$ cat config.mk
export PLATFORM = sky130hd
export DESIGN_NAME = local_predictor_table
export DESIGN_NICKNAME = d
export VERILOG_FILES = /design/src/rtl/local_predictor_table.sv
export SDC_FILE = /design/constraint.sdc
export NUM_CORES = 1
export LEC_CHECK = 0
export BUFFER_PORTS_ARGS = -buffer_cell sky130_fd_sc_hd__buf_2
export CORE_ASPECT_RATIO = 0.5
export CORE_UTILIZATION = 40
export DETAILED_ROUTE_END_ITERATION = 8
export GPL_TIMING_DRIVEN = 0
export PLACE_DENSITY = 0.56
export SETUP_SLACK_MARGIN = 0.5
export SLEW_MARGIN = 20
export SYNTH_ARGS = -nofsm -noshare
export SYNTH_HDL_FRONTEND = slang
export SYNTH_SLANG_ARGS = --single-unit
$ cat constraint.sdc
create_clock -name clk -period 4.9 [get_ports clk]
set_input_delay 0.49 -clock clk [delete_from_list [all_inputs] [get_ports clk]]
set_output_delay 0.49 -clock clk [all_outputs]
set_load 0.01 [all_outputs]
$ cat src/rtl/local_predictor_table.sv
// local_predictor_table
//   Pattern-history table of 2-bit saturating counters, four banks (one per
//   2-bit global-history pattern) of 2^IDX_BITS entries indexed by PC[IDX_BITS+1:2].
//   Combinational read in Fetch, saturating update in Execute, registered
//   mispredict flag computed from the pre-update counter.
//   Optional feature macro: PREDICTOR_BYPASS_EN -- forwards the post-update
//   counter MSB to PredTakenF when Fetch reads the entry being trained.
module local_predictor_table #(
    parameter int IDX_BITS = 5
) (
    input  logic        clk,
    input  logic        reset,
    input  logic [31:0] PCF,
    input  logic [1:0]  LocalSrc,
    output logic        PredTakenF,
    input  logic [31:0] PCE,
    input  logic [1:0]  LocalSrcE,
    input  logic        BranchOpEb0,
    input  logic        PCSrcResE,
    output logic        MispredictE
);

    localparam int IDX_W = IDX_BITS + 2;
    localparam int DEPTH = 1 << IDX_W;

    // Counter storage; lives in flops because the whole table must clear asynchronously.
    logic [1:0]       r_table [DEPTH];
    logic             r_mispredict;

    logic [IDX_W-1:0] w_rd_idx;
    logic [IDX_W-1:0] w_up_idx;
    logic [1:0]       w_rd_ctr;
    logic [1:0]       w_up_ctr;
    logic [1:0]       w_up_next;
    logic             w_unused_pc;

    // Bank select is the history pattern, the low PC bits pick the entry.
    assign w_rd_idx = {LocalSrc,  PCF[IDX_BITS+1:2]};
    assign w_up_idx = {LocalSrcE, PCE[IDX_BITS+1:2]};
    assign w_rd_ctr = r_table[w_rd_idx];
    assign w_up_ctr = r_table[w_up_idx];

    // Byte-offset and high PC bits play no part in indexing.
    assign w_unused_pc = ^{PCF[31:IDX_BITS+2], PCF[1:0], PCE[31:IDX_BITS+2], PCE[1:0]};

    // Saturating increment on taken, saturating decrement on not-taken.
    always_comb begin
        w_up_next = w_up_ctr;
        if (PCSrcResE) begin
            if (w_up_ctr != 2'b11) begin
                w_up_next = w_up_ctr + 2'b01;
            end
        end else begin
            if (w_up_ctr != 2'b00) begin
                w_up_next = w_up_ctr - 2'b01;
            end
        end
    end

    // Train exactly one counter per resolved branch; reset restores weakly not-taken.
    always_ff @(posedge clk or negedge reset) begin
        if (!reset) begin
            for (int i = 0; i < DEPTH; i++) begin
                r_table[i] <= 2'b01;
            end
        end else if (BranchOpEb0) begin
            r_table[w_up_idx] <= w_up_next;
        end
    end

    // Flag a branch whose pre-update prediction disagreed with the outcome.
    always_ff @(posedge clk or negedge reset) begin
        if (!reset) begin
            r_mispredict <= 1'b0;
        end else begin
            r_mispredict <= BranchOpEb0 & (w_up_ctr[1] ^ PCSrcResE);
        end
    end

    assign MispredictE = r_mispredict;

`ifdef PREDICTOR_BYPASS_EN
    logic w_bypass_hit;

    // Forward the counter being written this cycle; suppressed while reset holds the table.
    assign w_bypass_hit = reset & BranchOpEb0 & (w_rd_idx == w_up_idx);
    assign PredTakenF   = w_bypass_hit ? w_up_next[1] : w_rd_ctr[1];
`else
    assign PredTakenF   = w_rd_ctr[1];
`endif

endmodule

==> results of run 1 <==
flip-flops by register name, indices dropped and copies added (netlist names):
name / flops
MispredictE: 1
r_table: 256
how the worst max path moves through the flow:
| stage | to | slack [ps] | start | cells after the start |
|---|---|---|---|---|
| floorplan | PredTakenF | 1400 | PCF[2] | 6 |
| global placement | r_table[223] | -1120 | reset | 1 |
| detailed placement | r_table[63] | 640 | PCE[2] | 13 |
| CTS | PredTakenF | 940 | PCF[2] | 7 |
| global route | PredTakenF | 830 | PCF[2] | 7 |
| finish | PredTakenF | 900 | PCF[2] | 7 |
final cells by class:
class	count	area, um2	area share [%]
Sequential cell	257	6591	44.47
Multi-Input combinational cell	947	6090	41.08
Timing Repair Buffer	18	162.7	1.097
Clock buffer	28	666.9	4.499
Buffer	82	529.3	3.571
Inverter	5	18.77	0.1266
Tap cell	432	540.5	3.646
Clock inverter	17	224.0	1.511
kinds of logic after synthesis:
logic type | share of synthesized area, %
adder cells (fa/ha/maj) | 0.1706
XOR/XNOR | 0.06634
AND/OR/NAND/NOR | 15.23
flip-flops | 49.92
buffers and inverters | 4.113
multiplexers | 15.65
AO/OA/AOI/OAI | 14.85
worst max-delay path: stages:
cell      delay (ps)
clkbuf_1         320
buf_2            600
mux4_2           590
mux4_2           550
mux4_2           530
mux2_2           270
buf_2            140
metrics by stage:
step | hold WS (ps) | power (uW) | setup TNS [ps]
2_1_floorplan | 194.4 | 2902 | 0
4_1_cts | 221.6 | 5351 | 0
6_report | 228.2 | 5357 | 0
5_1_grt | 219.1 | 5524 | 0
3_3_place_gp | 448.9 | 3192 | -140860
3_5_place_dp | 454.8 | 3222 | 0
cells in the final DEF (no fill, tap or decap), types with 3 or more instances in the layout:
| cell | Yosys | layout |
|---|---|---|
| and2_1 | 3 | 3 |
| inv_1 | 5 | 5 |
| dfstp_2 | 128 | 128 |
| clkbuf_16 | 0 | 25 |
| bufinv_16 | 0 | 5 |
| o21ai_1 | 105 | 105 |
| a2111oi_0 | 5 | 5 |
| mux4_2 | 75 | 75 |
| buf_2 | 26 | 41 |
| nand2_1 | 411 | 411 |
| o21ai_0 | 139 | 139 |
| clkbuf_8 | 0 | 3 |
| nand3_1 | 5 | 5 |
| a22o_1 | 4 | 4 |
| o22ai_1 | 14 | 14 |
| clkbuf_1 | 20 | 20 |
| a21oi_1 | 10 | 10 |
| nor3_1 | 9 | 5 |
| nand2b_1 | 11 | 11 |
| clkinv_2 | 0 | 7 |
| a211oi_1 | 5 | 5 |
| nor3b_1 | 5 | 5 |
| nand4_1 | 5 | 5 |
| buf_6 | 19 | 21 |
| a22oi_1 | 5 | 5 |
| a31oi_1 | 4 | 4 |
| clkinvlp_4 | 0 | 4 |
| o21ai_2 | 19 | 19 |
| nor2b_1 | 6 | 6 |
| nor3_2 | 2 | 6 |
| buf_4 | 11 | 11 |
| mux2i_1 | 22 | 22 |
| a221o_1 | 3 | 3 |
| and3_1 | 3 | 3 |
| dfrtp_1 | 129 | 129 |
| mux2_2 | 14 | 14 |
| nor2_1 | 25 | 25 |
| a221oi_1 | 11 | 11 |
power groups by stage:
| stage | sequential [uW] | combinational [uW] | clock [uW] |
|---|---|---|---|
| floorplan | 2450 | 456 | 0 |
| global placement | 2480 | 709 | 0 |
| detailed placement | 2490 | 731 | 0 |
| CTS | 2460 | 734 | 2160 |
| global route | 2480 | 800 | 2250 |
| finish | 2460 | 747 | 2150 |
routing by layer:
metal	part of all wire, %	up-vias	GRT usage, %
met1	43	5304	39.08
met3	12	116	11.17
li1	-	4696	-
met2	42	556	42.86
met5	0.027	-	0
met4	3.1	2	6.927
==> flow_summary.ini, run 1 <==
[run_status]
status = complete, no violations

[yosys]
ys.warnings.count = 0
synth_area_leaders = dfstp_2, dfrtp_1, mux4_2
syn-num-nets = 1363
synth_largest_area_cell = dfstp_2
synth.avg_cell_area_um2 = 10.23
synth_common_cells = nand2_1, o21ai_0, dfrtp_1
ys_types = 56
synth_edf_count = 0
syn_area_um2 = 13200
async_flop_share_pct = 100.0
synthCells = 1291
synth-main-ff-cell = dfrtp_1
yosysMostFrequentCell = nand2_1
synth_seq_cells = 257
yosysSeqAreaShare_pct = 49.92
synth_top_area_share_pct = 25.47

[min_path]
whs_endpoint = MispredictE
worstHoldPathCells = 2
worstHoldPathType = in -> reg
min_from = BranchOpEb0

[timing]
setup_slack_ps = 896.9
finClkSkew_ps = 17.85
period_needed_ps = 4003
worstMarginPinSlew_ps = 1166
rsz0062_at_grt = false
hold_violations = 0
fmax_mhz = 249.8
drv_slew = 0
setup_viol = 0
relSlewSlack_pct = 22.27
final.period_utilization_pct = 81.70

[power]
power.switching_uw = 1497
power.density_nw_per_um2 = 361.4
p_seq_share_pct = 45.9
ir_worst_vdd_uv = 235.8
pwr-share-clk_pct = 40.1
p_leak_uw = 0.005685
p_int_uw = 3860
combPwrFrac_pct = 13.9
switching_share_pct = 27.94

[layout]
fin_area_um2 = 14820
drive_above_1_share_pct = 27.18
area_growth_pct = 12.26
final_cells = 1786
fin_nets = 1408
fill_cells = 2947
utilization_pct = 46.24
diodes = 0

[clock_tree]
cts.sinks = 257
cts_buffer_depth = 3
cts_setup_buffers = 0
clock_latency_ps = 550
root_buffer = clkbuf_16
htree_levels = 1
holdBufCountCts = 1
cts_tree = done
ctsResizeCount = 0
path_clk_slew_ps = 70
cts_buffers = 25

[grt]
grt_usage_pct = 28.63
grt_pass1_wl_mm = 69.50
grt_max_degree = 103
grt_pass1_vias = 10370
grt_overflow = 0
antenna_found_initial = 1

[setup_path]
rrSetupSlack_ps = 1130
cp-start-kind = input pin
worstSetupPathType = in -> out
timing.rr.end = r_table[63]
cp.required_ps = 4410
reg2reg_depth = 10
critPathArrivalTime_ps = 3510
r2r-start = r_table[213]
endpoint_kind = output pin
cp_max_fo = 10

[die]
die_width_um = 258.9
ioPinCount = 74
die_area_um2 = 33780
die_y_um = 130.5
initial_utilization_pct = 41.19
row_count = 46
core_area_um2 = 32060

[routing]
post-route-drc-count = 0
drt_iter0_markers = 1166
antenna_left = 0
vias = 10670
first_pass_iters = 7
viasPerCell = 5.976
routedWlPerCell_um = 26.55
drt-total-wl_mm = 47.42

[placement]
place.gp.congestion = 0.9478
dp.cells = 1740
io_buffers = 13
placed_area_um2 = 13920
hpwl_mm = 32.95
post-place-ws_ps = 639.2

[flow_run]
maxCapViolCount = 0
(Power assumes the default switching activity.)
==> run 2, diff against run 1 <==
--- a/config.mk
+++ b/config.mk
@@ -5,12 +5,13 @@
 export SDC_FILE = /design/constraint.sdc
 export NUM_CORES = 1
 export LEC_CHECK = 0
+export ABC_AREA = 1
 export BUFFER_PORTS_ARGS = -buffer_cell sky130_fd_sc_hd__buf_2
 export CORE_ASPECT_RATIO = 0.5
 export CORE_UTILIZATION = 40
 export DETAILED_ROUTE_END_ITERATION = 8
 export GPL_TIMING_DRIVEN = 0
-export PLACE_DENSITY = 0.56
+export PLACE_DENSITY = 0.58
 export SETUP_SLACK_MARGIN = 0.5
 export SLEW_MARGIN = 20
 export SYNTH_ARGS = -nofsm -noshare
==> constraint.sdc (replaced) <==
create_clock -name clk -period 3.35 [get_ports clk]
set_input_delay 0.335 -clock clk [delete_from_list [all_inputs] [get_ports clk]]
set_output_delay 0.335 -clock clk [all_outputs]
set_load 0.01 [all_outputs]
==> flow_summary.ini, run 2 <==
[yosys]
synth_edf_count = 0
synth_largest_area_cell = nand2_1
synthCells = 2366
synth-main-ff-cell = dfrtp_1
synth_seq_cells = 257
ys.warnings.count = 0
syn-num-nets = 2438
async_flop_share_pct = 100.0
synth_area_leaders = nand2_1, dfstp_2, dfrtp_1
synth_top_area_share_pct = 27.69
ys_types = 33
yosysMostFrequentCell = nand2_1
syn_area_um2 = 15440
synth.avg_cell_area_um2 = 6.526
synth_common_cells = nand2_1, inv_1, nor2_1
yosysSeqAreaShare_pct = 42.69

[setup_path]
critPathArrivalTime_ps = 2520
cp_max_fo = 10
rrSetupSlack_ps = 730
cp-start-kind = input pin
cp.required_ps = 3010
worstSetupPathType = in -> out
endpoint_kind = output pin

[min_path]
worstHoldPathType = in -> reg

[layout]
area_growth_pct = 12.09
final_cell_mix = nand2_1, inv_1, nor2_1
fin_nets = 2485
layout_commonest_cell = nand2_1
drive_above_1_share_pct = 12.75
final_cells = 2953
largest_reg_flops = 256
regMostFlops = r_table
utilization_pct = 45.88

[routing]
antenna_left = 0
first_pass_iters = 5
viasPerCell = 5.440
vias = 16060
drt-total-wl_mm = 65.12
drt_iter0_markers = 2191
post-route-drc-count = 0
routedWlPerCell_um = 22.05

[placement]
hpwl_mm = 44.83
dp.cells = 2903
io_buffers = 14
place.gp.congestion = 1.010

[clock_tree]
cts_setup_buffers = 0
root_buffer = clkbuf_16
cts_buffer_depth = 3
cts_tree = done
cts_buffers = 27
clock_latency_ps = 580
path_clk_slew_ps = 70
cts.sinks = 257
htree_levels = 1

[die]
die_area_um2 = 39440
initial_utilization_pct = 40.93
core_area_um2 = 37720
die_width_um = 279.9
die_y_um = 140.9
row_count = 50
ioPinCount = 74

[timing]
period_needed_ps = 2860
final.period_utilization_pct = 85.37
rsz0062_at_grt = true
relSlewSlack_pct = 22.23
finClkSkew_ps = 15.22
hold_violations = 0
fmax_mhz = 349.7
drv_slew = 0
setup_viol = 0
worstMarginPinSlew_ps = 1167
hold_ws_ps = 196.9

[grt]
grt_pass1_vias = 14660
grt_overflow = 0
grt_pass1_wl_mm = 96.21
grt_max_degree = 82
antenna_found_initial = 2
grt_usage_pct = 33.38

[run_status]
status = complete, no violations

[power]
ir_worst_vdd_uv = 324.7
power.density_nw_per_um2 = 478.9
p_leak_uw = 0.008433

[flow_run]
maxCapViolCount = 0
## run 2: cell types whose count changed after synthesis, sizes merged, moves of 20 or more
cell	delta
nand2	+733
inv	+221
nand3	+173
nor2	+166
o21ai	-166
mux4	-75
a21oi	+48
nor3	+34
mux2i	-22
buf	+20
## run 2: cell type report
type                    instances  area [um2]
clock buffers                  32       734.5
multi-input cells            1761        7282
clock inverters                16       247.7
fillers                      3913       20420
repair buffers                 18       172.7
plain buffers                 115       742.0
inverters                     233       884.6
diodes                          1       2.502
flip-flops and latches        257        6591
well taps                     520       650.6
## run 2: repair_timing
action | CTS | global route
setup endpoints to repair | 18 | 198
hold buffers | 1 | 0
pin swaps | 0 | 0
endpoints found under the hold margin | 24 | 0
resized for setup | 8 | 32
## run 2: cell families after synthesis
group                  after synthesis  synth area share, %
AND/OR/NAND/NOR                   1572                40.51
buffers and inverters              348                10.27
flip-flops                         257                42.69
AO/OA/AOI/OAI                      189                6.539
## run 2: stage by stage
stage	total power, uW	setup TNS (ps)	cell area, um2	worst slack (ps)
4_1_cts	8260	0	17260	493.0
3_5_place_dp	4860	-6286	16260	-87.29
5_1_grt	8537	0	17310	460.6
3_3_place_gp	4844	-539140	16160	-2930
6_report	8289	0	17310	490.3
2_1_floorplan	4296	0	15440	1239
## run 2: power breakdown
part / internal [uW] / switching [uW] / total (uW)
clock: 2030 / 1400 / 3420
combinational: 368 / 973 / 1340
sequential: 3400 / 122 / 3520
total: 5800 / 2490 / 8290
## run 2: worst paths after layout
| path | endpoint | cells after the start | startpoint |
|---|---|---|---|
| max | PredTakenF | 10 | PCF[2] |
| min | MispredictE | 4 | PCSrcResE |
| max reg2reg | r_table[195] | 18 | r_table[229] |
| min reg2reg | r_table[106] | 2 | r_table[106] |
| max in group asynchronous | r_table[16] | 4 | reset |
| min in group asynchronous | r_table[173] | 2 | reset |
## run 2: worst max-delay path: stages
cell and delay, ps:
buf_2 160, clkbuf_1 630, o21ai_0 150, o21ai_0 310
o21ai_0 140, o211ai_1 180, nand3_1 160, a21o_1 210
nand2_1 100, buf_2 150
## run 2: layer usage
| layer | routed length [um] | track usage, % |
|---|---|---|
| met5 | 0 | 0 |
| met4 | 2632 | 12.63 |
| met3 | 8510 | 8.701 |
| met2 | 25160 | 45.33 |
| met1 | 28810 | 49.97 |
